$ cat src/rtl/instr_fetch_ctrl.sv
// Instruction fetch sequencer: owns the fetch PC, keeps one imem read in flight and buffers words for decode.
// Optional fetch-bubble counter is built when IFETCH_BUBBLE_CNT_EN is defined; otherwise bubble_cnt_out is 0.
module instr_fetch_ctrl #(
  parameter int unsigned     PC_W       = 12,
  parameter logic [PC_W-1:0] RESET_PC   = '0,
  parameter int unsigned     FIFO_DEPTH = 2
) (
  input  logic            clk_in,
  input  logic            rst_low_in,
  output logic            imem_req_out,
  output logic [PC_W-1:0] imem_addr_out,
  input  logic            imem_gnt_in,
  input  logic            imem_rvalid_in,
  input  logic [31:0]     imem_rdata_in,
  input  logic            redirect_in,
  input  logic [PC_W-1:0] redirect_pc_in,
  input  logic            stall_in,
  output logic            instr_valid_out,
  output logic [31:0]     raw_instr_out,
  output logic [PC_W-1:0] instr_pc_out,
  output logic [31:0]     bubble_cnt_out
);

  localparam int unsigned DATA_W = 32;
  localparam int unsigned PTR_W  = (FIFO_DEPTH > 1) ? $clog2(FIFO_DEPTH) : 1;
  localparam int unsigned CNT_W  = $clog2(FIFO_DEPTH + 1);

  typedef enum logic [1:0] {
    ST_FETCH = 2'd0,
    ST_WAIT  = 2'd1,
    ST_FLUSH = 2'd2
  } state_e;

  state_e            state_q;
  state_e            state_d;
  logic [PC_W-1:0]   pc_q;
  logic [DATA_W-1:0] fifo_data_q [FIFO_DEPTH];
  logic [PC_W-1:0]   fifo_pc_q   [FIFO_DEPTH];
  logic [PTR_W-1:0]  wr_ptr_q;
  logic [PTR_W-1:0]  rd_ptr_q;
  logic [CNT_W-1:0]  count_q;

  logic fifo_empty;
  logic fifo_full;
  logic push;
  logic pop;
  logic pc_adv;

  function automatic logic [PTR_W-1:0] ptr_inc(input logic [PTR_W-1:0] p);
    logic [PTR_W-1:0] r;
    if (p == PTR_W'(FIFO_DEPTH - 1)) r = '0;
    else                             r = p + PTR_W'(1);
    return r;
  endfunction

  assign fifo_empty = (count_q == '0);
  assign fifo_full  = (count_q == CNT_W'(FIFO_DEPTH));

  // State register
  always_ff @(posedge clk_in or negedge rst_low_in) begin
    if (!rst_low_in) state_q <= ST_FETCH;
    else             state_q <= state_d;
  end

  // Next state, request/valid handshakes and FIFO push/pop strobes; redirect wins over everything
  always_comb begin
    state_d         = state_q;
    imem_req_out    = 1'b0;
    instr_valid_out = 1'b0;
    push            = 1'b0;
    pop             = 1'b0;
    pc_adv          = 1'b0;

    imem_req_out    = (state_q == ST_FETCH) && !fifo_full && !redirect_in && rst_low_in;
    instr_valid_out = !fifo_empty && !redirect_in;
    pop             = instr_valid_out && !stall_in;

    case (state_q)
      ST_FETCH: begin
        if (!redirect_in && imem_req_out && imem_gnt_in) begin
          state_d = ST_WAIT;
          pc_adv  = 1'b1;
        end
      end
      ST_WAIT: begin
        if (imem_rvalid_in) begin
          state_d = ST_FETCH;
          push    = !redirect_in;
        end else if (redirect_in) begin
          state_d = ST_FLUSH;
        end
      end
      ST_FLUSH: begin
        if (imem_rvalid_in) state_d = ST_FETCH;
      end
      default: state_d = ST_FETCH;
    endcase
  end

  // Fetch PC; a redirect target is word-aligned by dropping its low two bits
  always_ff @(posedge clk_in or negedge rst_low_in) begin
    if (!rst_low_in) begin
      pc_q <= RESET_PC;
    end else if (redirect_in) begin
      pc_q <= {redirect_pc_in[PC_W-1:2], 2'b00};
    end else if (pc_adv) begin
      pc_q <= pc_q + PC_W'(4);
    end
  end

  assign imem_addr_out = pc_q;

  // Instruction buffer pointers and occupancy
  always_ff @(posedge clk_in or negedge rst_low_in) begin
    if (!rst_low_in) begin
      wr_ptr_q <= '0;
      rd_ptr_q <= '0;
      count_q  <= '0;
    end else if (redirect_in) begin
      wr_ptr_q <= '0;
      rd_ptr_q <= '0;
      count_q  <= '0;
    end else begin
      if (push) wr_ptr_q <= ptr_inc(wr_ptr_q);
      if (pop)  rd_ptr_q <= ptr_inc(rd_ptr_q);
      count_q <= count_q + CNT_W'(push) - CNT_W'(pop);
    end
  end

  // Buffer storage; the PC has already advanced past the word being returned
  always_ff @(posedge clk_in or negedge rst_low_in) begin
    if (!rst_low_in) begin
      for (int i = 0; i < int'(FIFO_DEPTH); i++) begin
        fifo_data_q[i] <= '0;
        fifo_pc_q[i]   <= '0;
      end
    end else if (push) begin
      fifo_data_q[wr_ptr_q] <= imem_rdata_in;
      fifo_pc_q[wr_ptr_q]   <= pc_q - PC_W'(4);
    end
  end

  assign raw_instr_out = fifo_data_q[rd_ptr_q];
  assign instr_pc_out  = fifo_pc_q[rd_ptr_q];

`ifdef IFETCH_BUBBLE_CNT_EN
  logic [31:0] bubble_cnt_q;

  // Counts cycles where decode is starved, saturating
  always_ff @(posedge clk_in or negedge rst_low_in) begin
    if (!rst_low_in) begin
      bubble_cnt_q <= '0;
    end else if (fifo_empty && !redirect_in && (bubble_cnt_q != '1)) begin
      bubble_cnt_q <= bubble_cnt_q + 32'd1;
    end
  end

  assign bubble_cnt_out = bubble_cnt_q;
`else
  assign bubble_cnt_out = '0;
`endif

endmodule

$ cat config.mk
export PLATFORM = sky130hd
export DESIGN_NAME = instr_fetch_ctrl
export DESIGN_NICKNAME = d
export VERILOG_FILES = /design/src/rtl/instr_fetch_ctrl.sv
export SDC_FILE = /design/constraint.sdc
export NUM_CORES = 1
export LEC_CHECK = 0
export CORE_MARGIN = 2
export CORE_UTILIZATION = 50
export CTS_BUF_LIST = sky130_fd_sc_hd__clkbuf_4 sky130_fd_sc_hd__clkbuf_8
export CTS_CLUSTER_DIAMETER = 200
export DETAILED_ROUTE_END_ITERATION = 6
export HOLD_SLACK_MARGIN = 0.05
export PLACE_DENSITY = 0.83
export SLEW_MARGIN = 25
export SYNTH_ARGS = -nofsm -noshare
export SYNTH_HDL_FRONTEND = slang
export SYNTH_SLANG_ARGS = --single-unit
$ cat constraint.sdc
create_clock -name clk_in -period 2.05 [get_ports clk_in]
set_clock_uncertainty 0.05 [all_clocks]
set_input_delay 0.41 -clock clk_in [delete_from_list [all_inputs] [get_ports clk_in]]
set_output_delay 0.41 -clock clk_in [all_outputs]
set_load 0.01 [all_outputs]
==> results.md <==
* Worst Slack Setup Final at -0.0000735 ns
* PwrDens at ~890 nW/µm²
* Setup Crit Path Kind: flip-flop to output port
* H-tree depth at 3
* Average vias per placed instance at 5.03
* Global-route wire length before repair at about 17,000 µm
* Synthesis Warnings at 0
* Die height at just over 100 µm
* DP Wirelength at ~7000 µm
* Busiest grt layer: met2
* HP Class: input pin to asynchronous set/reset pin
* Number of synthesized flops with an enable pin at 0
* Die area at approximately 11,000 µm²
* DRT Pass-1 Iters at 4
* Count of cell types in the netlist at 46
* Sequential share of power at 0.451
* Max-cap viol count at 0
* GRT Total Usage at 0.199
* Clk Latency, worst-skew pair at between 0.3 and 0.4 ns
* Seq/Total Area, Yosys at 0.503
* Total power at between 5000 and 6000 µW
* Clock power share at 0.227
* Peak fanout along the critical path at 14
* Int Pwr at 4060 µW
* Final min period at between 2 and 2.5 ns
* Violated checks: setup timing
* Switch share at 0.285
* CTS Buf Count at 9
* Comb pwr share at 0.322
* Vias in the first global route at between 3k and 4k
* Hold Vio Cnt, Final at 0
* Post-route DRC at 0
* Final #Nets at ~580
* Max-Slew Margin vs Limit at 0.506
* Area of the multi-input gates at approximately 2200 µm²
* WL final at roughly 10,000 µm
* Outcome: complete, but fails checks
* Mapped Area at 4970 µm²
* TNS Setup at -0.0000735 ns
* Hold buffers post-CTS at 0
* TritonCTS clock tree: yes
* Startpoint Class: flip-flop
* Average cell area after synthesis at ~12 µm²
* Asr flop ratio synth at 1.00
* Register area at ~2500 µm²
* Final setup fails at 1
* RSZ-0062 raised after global routing: yes
* CTS root buffer: clkbuf_8
* Primary FF master, synth: dfrtp_1
* Clk slew on worst S/H paths at ~0.090 ns
* Io pins at 140
* FF+latch count, synth at 100
* Final Max Slew Viols at 0
* Fmax at slightly below 0.5 GHz
* Cells after Synth at a little over 400
* Fillers at 745
* Share of cells above drive strength 1 at 0.384
* Leak Pwr at between 0.002 and 0.003 µW
* GP Congestion at 0.790
* First DRT Iteration DRCs at 99
* Setup crit end kind: output port
* WP data required at between 1.5 and 2 ns
* Total gr overflow at 0
* Avg WL per Cell at ~16 µm
* Maximum clock path buffer count at 2
* Core area at between 9000 and 10,000 µm²
* Site row count at 36
* Met1 Use GR at 0.245
* Largest net degree at the start of global routing at between 50 and 60
* WP data arrival at 1.59 ns
* Port Buf Inserts at between 100 and 150
* Least-Margin Pin Slew at between 0.7 and 0.8 ns
* Post-route ant nets at 0
* VDD IR max at 0.482 mV
* Met2 usage at 0.343
* P&R area growth vs syn at 28.2%
* Antenna diode count at 0
* Via count at 3,318
* Psw at approximately 1600 µW
* Met3 usage at 0.0396
* Period Utilization, post-route at 1.00
* Clock sinks at 100
* Initial antenna violation count at 0
* Initial core utilization at 0.511
* Die X at 104 µm
timing repair:
item                       in CTS  in global routing
buffers inserted                1                  0
pin swaps                       0                  0
resized for setup             164                 23
setup endpoints to repair      45                 11
gates cloned                    2                  0
registers in the layout, indices dropped and copies added (netlist names):
signal         count
count_q            2
fifo_pc_q         20
wr_ptr_q           1
imem_addr_out     10
rd_ptr_q           1
fifo_data_q       64
state_q            2
critical path: stages, from the launching register on:
cell and delay, ns:
dfrtp_2 0.44, buf_12 0.14, buf_12 0.14, mux2_2 0.34
buf_2 0.15
worst paths after layout:
| kind | startpoint | endpoint | slack [ns] | cells past startpoint |
|---|---|---|---|---|
| max | rd_ptr_q$_DFFE_PN0P_ | raw_instr_out[31] | -0.00007 | 4 |
| min | rst_low_in | imem_addr_out[6]$_DFFE_PN0P_ | 0.14 | 2 |
| max reg2reg | imem_addr_out[3]$_DFFE_PN0P_ | fifo_pc_q[20]$_DFFE_PN0P_ | 0.22 | 6 |
| min reg2reg | fifo_pc_q[8]$_DFFE_PN0P_ | fifo_pc_q[8]$_DFFE_PN0P_ | 0.43 | 2 |
| max in group asynchronous | rst_low_in | fifo_data_q[37]$_DFFE_PN0P_ | 0.79 | 3 |
| min in group clk_in | fifo_pc_q[8]$_DFFE_PN0P_ | fifo_pc_q[8]$_DFFE_PN0P_ | 0.43 | 2 |
metrics by stage:
step                      setup slack [ns]  cell area, µm²  utilization  cells  hold WS (ns)
after floorplan                      0.275            5110            -    441        0.0644
after global placement              -0.236            6160        0.633    640         0.407
after detailed placement            -0.250            6160        0.633    640         0.415
after CTS                          -0.0636            6280        0.645    659         0.160
after global routing               -0.0550            6380        0.656    659         0.186
final                           -0.0000735            6380        0.656    659         0.136
placed cells by master, fill, tap and decap left out, types with 2 or more instances in the layout:
| cell | Yosys | routed |
|---|---|---|
| buf_2 | 12 | 18 |
| ha_1 | 4 | 4 |
| clkinv_2 | 0 | 2 |
| a21oi_1 | 11 | 11 |
| nor3_1 | 2 | 2 |
| clkdlybuf4s15_2 | 0 | 6 |
| buf_16 | 0 | 2 |
| o22ai_1 | 2 | 2 |
| and2_1 | 3 | 3 |
| mux2_2 | 102 | 101 |
| xnor2_1 | 8 | 8 |
| conb_1 | 1 | 36 |
| dfrtp_2 | 0 | 4 |
| nor4_4 | 2 | 2 |
| o21ai_0 | 11 | 11 |
| dfrtp_1 | 100 | 96 |
| o21ai_1 | 3 | 3 |
| inv_1 | 5 | 5 |
| buf_4 | 37 | 20 |
| buf_6 | 2 | 17 |
| nand3_1 | 2 | 2 |
| nand4_1 | 6 | 6 |
| buf_12 | 0 | 7 |
| a31oi_1 | 3 | 3 |
| and3_1 | 2 | 2 |
| nor2b_1 | 2 | 2 |
| nor2_1 | 26 | 25 |
| nand2_1 | 17 | 17 |
| xor2_1 | 4 | 4 |
| clkbuf_8 | 0 | 11 |
| mux2_1 | 5 | 5 |
| clkdlybuf4s50_1 | 0 | 56 |
| mux2i_1 | 5 | 5 |
| or3_1 | 3 | 3 |
area by class of cell:
type	count	share of cell area
multi-input combinational	276	0.345
tap	133	0.0261
sequential	100	0.393
timing repair buffer	129	0.200
inverter	5	0.00294
clock buffer	12	0.0249
clock inverter	4	0.00745
synthesized netlist by cell type (all sizes together) (4+ instances only):
library cell	n	area share
a21oi	11	0.011
inv	5	0.0038
nor2	26	0.020
mux2i	5	0.010
clkbuf	6	0.0045
o21ai	14	0.014
nand4	6	0.0075
buf	54	0.075
mux2	107	0.24
dfrtp	100	0.50
xnor2	8	0.014
ha	4	0.010
nand2	17	0.013
xor2	4	0.0070
power groups by stage:
stage | sequential [µW] | clock (µW) | combinational [µW]
after floorplan | 2530 | 0 | 1040
after global placement | 2560 | 0 | 1870
after detailed placement | 2600 | 0 | 1920
after CTS | 2560 | 1330 | 1680
after global routing | 2620 | 1400 | 1970
final | 2560 | 1290 | 1830
cell families after synthesis:
kind of cell    synth area share
mux                        0.252
flops                      0.503
simple gates              0.0870
buf+inv                   0.0830
compound gates            0.0428
xor+xnor                  0.0211
fa+ha+maj                 0.0101
other cells             0.000754
layer usage:
| layer | share of wire | vias to the layer above |
|---|---|---|
| li1 | - | 1570 |
| met1 | 0.42 | 1634 |
| met2 | 0.51 | 100 |
| met3 | 0.046 | 14 |
| met4 | 0.019 | 0 |
| met5 | 0 | - |
Note: power is estimated with default switching activity, not from simulation.
